`config.mk`:
```
export PLATFORM = sky130hd
export DESIGN_NAME = dsp_fir_dec_arbiter
export DESIGN_NICKNAME = d
export VERILOG_FILES = /design/src/rtl/dsp_fir_dec_arbiter.sv
export SDC_FILE = /design/constraint.sdc
export NUM_CORES = 1
export LEC_CHECK = 0
export BUFFER_PORTS_ARGS = -buffer_cell sky130_fd_sc_hd__buf_2
export CAP_MARGIN = 15
export CORE_UTILIZATION = 47
export DETAILED_ROUTE_END_ITERATION = 10
export GPL_ROUTABILITY_DRIVEN = 1
export PLACE_DENSITY = 0.78
export SETUP_SLACK_MARGIN = 0.15
export SLEW_MARGIN = 5
export SYNTH_ARGS = -nofsm -noshare
export SYNTH_HDL_FRONTEND = slang
export SYNTH_SLANG_ARGS = --single-unit
```
`constraint.sdc`:
```
create_clock -name clk -period 3.2 [get_ports clk]
set_input_delay 0.16 -clock clk [delete_from_list [all_inputs] [get_ports clk]]
set_output_delay 0.16 -clock clk [all_outputs]
set_load 0.005 [all_outputs]
```
`src/rtl/dsp_fir_dec_arbiter.sv`:
```
// Round-robin front-end for a shared multi-channel FIR decimator: grants one channel sample at a
// time, tracks per-channel decimation phase and tags each returned engine result with its channel.
module dsp_fir_dec_arbiter #(
  parameter int unsigned N_CH    = 4,
  parameter int unsigned R       = 2,
  parameter int unsigned W_DIN   = 16,
  parameter int unsigned W_DOUT  = 32,
  parameter int unsigned TIMEOUT = 64
) (
  input  logic                      clk,
  input  logic                      rst_n,
  input  logic [N_CH-1:0]           s_val,
  output logic [N_CH-1:0]           s_rdy,
  input  logic [N_CH*W_DIN-1:0]     s_data,
  output logic [W_DIN-1:0]          eng_din,
  output logic                      eng_din_val,
  output logic [$clog2(N_CH)-1:0]   eng_ch,
  output logic                      eng_start,
  input  logic [W_DOUT-1:0]         eng_dout,
  input  logic                      eng_dout_val,
  output logic [W_DOUT-1:0]         m_dout,
  output logic [$clog2(N_CH)-1:0]   m_ch,
  output logic                      m_val,
  output logic                      err_timeout
);

  localparam int unsigned W_CH = $clog2(N_CH);
  localparam int unsigned W_PH = (R > 1) ? $clog2(R) : 1;
  localparam int unsigned W_T  = (TIMEOUT > 1) ? $clog2(TIMEOUT) : 1;

  localparam logic [W_PH-1:0] PH_LAST  = W_PH'(R - 1);
  localparam logic [W_T-1:0]  T_LAST   = W_T'(TIMEOUT - 1);

  typedef enum logic [1:0] {StIdle, StIssue, StWait} state_e;

  state_e            state_q;
  logic [W_CH-1:0]   rr_q;
  logic [W_PH-1:0]   phase_q [N_CH];
  logic [W_T-1:0]    timer_q;

  logic              found;
  logic [W_CH-1:0]   winner;
  logic [W_CH-1:0]   rr_next;
  logic [W_DIN-1:0]  win_data;

  // First requesting channel at or above rr_q, wrapping around.
  always_comb begin
    found  = 1'b0;
    winner = rr_q;
    for (int i = 0; i < int'(N_CH); i++) begin
      int unsigned idx;
      idx = (int'(rr_q) + i) % N_CH;
      if (!found && s_val[idx]) begin
        found  = 1'b1;
        winner = W_CH'(idx);
      end
    end
    rr_next  = W_CH'((int'(winner) + 1) % N_CH);
    win_data = s_data[int'(winner)*W_DIN +: W_DIN];
  end

  always_comb begin
    s_rdy = '0;
    if (state_q == StIdle && found) begin
      s_rdy[winner] = 1'b1;
    end
  end

  always_ff @(posedge clk or negedge rst_n) begin
    if (!rst_n) begin
      state_q     <= StIdle;
      rr_q        <= '0;
      timer_q     <= '0;
      for (int k = 0; k < int'(N_CH); k++) begin
        phase_q[k] <= '0;
      end
      eng_din     <= '0;
      eng_din_val <= 1'b0;
      eng_ch      <= '0;
      eng_start   <= 1'b0;
      m_dout      <= '0;
      m_ch        <= '0;
      m_val       <= 1'b0;
      err_timeout <= 1'b0;
    end else begin
      eng_din_val <= 1'b0;
      m_val       <= 1'b0;
      err_timeout <= 1'b0;
      case (state_q)
        StIdle: begin
          // eng_din/eng_ch double as the captured sample and channel for the whole transaction.
          if (found) begin
            eng_din     <= win_data;
            eng_ch      <= winner;
            eng_start   <= (phase_q[winner] == PH_LAST);
            eng_din_val <= 1'b1;
            rr_q        <= rr_next;
            state_q     <= StIssue;
          end
        end
        StIssue: begin
          phase_q[eng_ch] <= eng_start ? '0 : phase_q[eng_ch] + W_PH'(1);
          timer_q         <= '0;
          eng_start       <= 1'b0;
          state_q         <= eng_start ? StWait : StIdle;
        end
        StWait: begin
          // A result arriving on the last timer cycle still wins over the timeout.
          if (eng_dout_val) begin
            m_dout  <= eng_dout;
            m_ch    <= eng_ch;
            m_val   <= 1'b1;
            state_q <= StIdle;
          end else if (timer_q == T_LAST) begin
            err_timeout <= 1'b1;
            state_q     <= StIdle;
          end else begin
            timer_q <= timer_q + W_T'(1);
          end
        end
        default: state_q <= StIdle;
      endcase
    end
  end

endmodule

```
==> summary.txt <==
Floorplan
  • Total core area: 7292 µm²
  • Die width: 89.18 µm
  • I/O pin count: 163
  • Die area: 7953 µm²
  • Die Ht: 89.18 µm
  • Starting Density: 0.4899
  • Rows: 31

Timing
  • Max-slew violation count: 0
  • Final hold vios: 0
  • Worst Skew: 0.006959 ns
  • Final WS setup: 0.6667 ns
  • Slew HR: 0.2208
  • RSZ-0062 raised after global routing: no
  • Sum Neg Setup Slack: 0 ns
  • Worst slew pin tran: 1.166 ns
  • Fin crit share: 0.7916
  • Hold WS: 0.04851 ns
  • Max frequency: 394.7 MHz
  • Min cycle time layout: 2.533 ns
  • Final Setup Violations: 0

Clock tree
  • CTS clk-pin slew, worst paths: 0.08 ns
  • TritonCTS clock tree: done
  • CTS Sinks: 70
  • Root Buffer: clkbuf_8
  • H-Tree Level Count: 3
  • CTS Buf Count: 9
  • Clk_lat worst skew: 0.34 ns
  • Maximum buffer depth of the clock tree: 2
  • Resized cells post-CTS: 0

Global route
  • Grt ovf: 0
  • Global-route wire length before repair: 13,630 µm
  • Pin count of the biggest net entering global routing: 71
  • Antenna violations before repair: 0
  • Vias in the first global route: 2,961
  • All-Layer GR Usage: 0.2300

Placement
  • PortBufs: 162
  • Post-DP Area: 4422 µm²
  • Cell count after placement: 553
  • RD Place Congestion: 0.8741
  • Pre-CTS WS: 0.7928 ns
  • DP Wirelength: 6289 µm

Finish
  • # diodes: 0
  • Layout Nets: 575
  • Filler instances: 609
  • Area grow syn2layout: 30.72%
  • Design Area, Final: 4669 µm²
  • Fraction of layout instances using a drive strength above 1: 0.5191
  • Final Core Density: 0.6404
  • Non-Filler Instances: 571

Critical path
  • CP Max Fanout: 20
  • Worst setup SP type: flip-flop
  • CP arrival: 2.37 ns
  • Crit. End Element: output pin
  • Required @ worst endpoint: 3.04 ns
  • Crit path kind: reg2out

Logic synthesis
  • Sequential area share after synthesis: 0.4904
  • Yosys cell types: 47
  • Net Count, Synth: 416
  • Synth warnings: 0
  • Mapped Avg Cell Area: 11.60 µm²
  • Syn Inst Count: 308
  • Synth async-reset ratio: 1.000
  • Commonest register cell after synthesis: dfrtp_1
  • EDFF count, synth: 0
  • Synth Cell Area: 3572 µm²
  • Yosys reg bits: 70

Power
  • Power per Cell Area: 897.6 nW/µm²
  • Combinational share of power: 0.434
  • Sequential power share: 0.372
  • Power Total: 4.191 mW
  • LEAKAGE: 2.303 nW
  • Net switching power: 1.512 mW
  • Clock Power Share: 0.194
  • Maximum vdd drop: 429.5 µV
  • Net Sw Frac: 0.3608
  • Internal power: 2.679 mW

Worst hold path
  • Worst hold path class: in2reg

Routing
  • DRT Pass-1 Iters: 4
  • DRT Wirelength: 8923 µm
  • Antenna Nets Post-Route: 0
  • Vias: 3,108
  • DR vias/cell: 5.443
  • Average wire per standard cell: 15.63 µm
  • Starting DRT DRC Count: 231
  • Drc violations: 0

Run status
  • Outcome: completed

Run
  • Max cap viols: 0
layout by cell type, fill, tap and decap left out, types with 2 or more instances in the layout:
master and n:
bufinv_16 2, clkinvlp_4 2, clkbuf_8 10, nor4_1 2
a21oi_1 17, nand3b_1 2, nand2_1 16, o21ai_0 6
nand3_1 20, mux2_2 52, o21a_1 2, a21o_1 3
dfrtp_1 70, buf_4 6, nor2b_1 6, inv_1 5
nor3_1 5, and2_1 5, ha_1 5, inv_6 3
a221o_1 16, nor3b_1 2, nor2_1 13, buf_2 161
or3_1 3, o211ai_1 16
power by group through the flow:
stage	sequential [mW]	combinational [mW]	clock, mW
CTS	1.56	1.82	0.824
detailed placement	1.56	1.82	0
global route	1.62	2.01	0.864
floorplan	1.53	1.20	0
finish	1.56	1.82	0.812
global placement	1.55	1.75	0
critical path: stages, from the launching register on:
cell	delay (ns)
dfrtp_1	0.47
and3b_1	0.21
or4_4	0.63
nand2_8	0.23
inv_6	0.07
ha_1	0.18
and2_1	0.12
buf_2	0.12
synthesized netlist by cell type, types with 2 or more instances:
cell,count,area share
dfrtp_1,70,0.49
mux2_2,52,0.16
nand3_1,20,0.028
a21oi_1,17,0.024
a221o_1,16,0.045
nand2_1,16,0.017
o211ai_1,16,0.034
nor2_1,13,0.014
clkbuf_1,12,0.013
nor2b_1,6,0.011
o21ai_0,6,0.0084
and2_1,5,0.0088
ha_1,5,0.018
inv_1,5,0.0053
nor3_1,5,0.0070
a21o_1,3,0.0063
buf_2,3,0.0042
or3_1,3,0.0053
buf_4,2,0.0042
buf_6,2,0.0063
nand3b_1,2,0.0042
nor3b_1,2,0.0042
nor4_1,2,0.0035
o21a_1,2,0.0042
final cells by class:
type	instances	area (µm²)	area share
inverter	7	31.28	0.006699
multi-input combinational	211	1672	0.3580
sequential	70	1752	0.3751
clock buffer	10	137.6	0.02947
timing repair buffer	168	860.8	0.1844
tap	99	123.9	0.02653
clock inverter	6	92.59	0.01983
worst paths after layout:
path / start / endpoint / slack (ns) / depth (start not counted)
max: rr_q[1] / s_rdy[0] / 0.67 / 7
min: eng_dout[18] / m_dout[18] / 0.05 / 2
max reg2reg: rr_q[1] / eng_din[9] / 0.86 / 5
min reg2reg: m_dout[23] / m_dout[23] / 0.50 / 1
max in group asynchronous: rst_n / m_dout[21] / 2.15 / 2
min in group asynchronous: rst_n / eng_din[9] / 0.47 / 2
layer usage:
| metal | wire length, µm | global-route usage |
|---|---|---|
| met5 | 0 | 0 |
| met4 | 219 | 0.09812 |
| met3 | 569 | 0.07018 |
| met2 | 4531 | 0.3727 |
| met1 | 3602 | 0.2861 |
state kept, by name (all words and copies together) (netlist names):
register,cells
state_q,2
m_dout,32
eng_din_val,1
phase_q,4
m_val,1
eng_start,1
rr_q,2
m_ch,2
eng_din,16
err_timeout,1
timer_q,6
eng_ch,2
repair_timing:
item / in CTS / in global routing
setup buffers: 0 / 0
hold buffers: 1 / 0
endpoints found under the hold margin: 70 / 0
logic make-up (layout without fill, tap and decap cells):
group                      after synthesis  after routing  synth area share
DFF                                     70             70            0.4904
xor gates and xnor gates                 1              1          0.002452
adders and majority gates                5              5           0.01751
and+or+nand+nor                         79             79            0.1166
muxes                                   54             54            0.1734
AOI/OAI and AO/OA                       72             72            0.1580
buffers and inverters                   27            191           0.04168
Power figures use the tool's default switching activity.
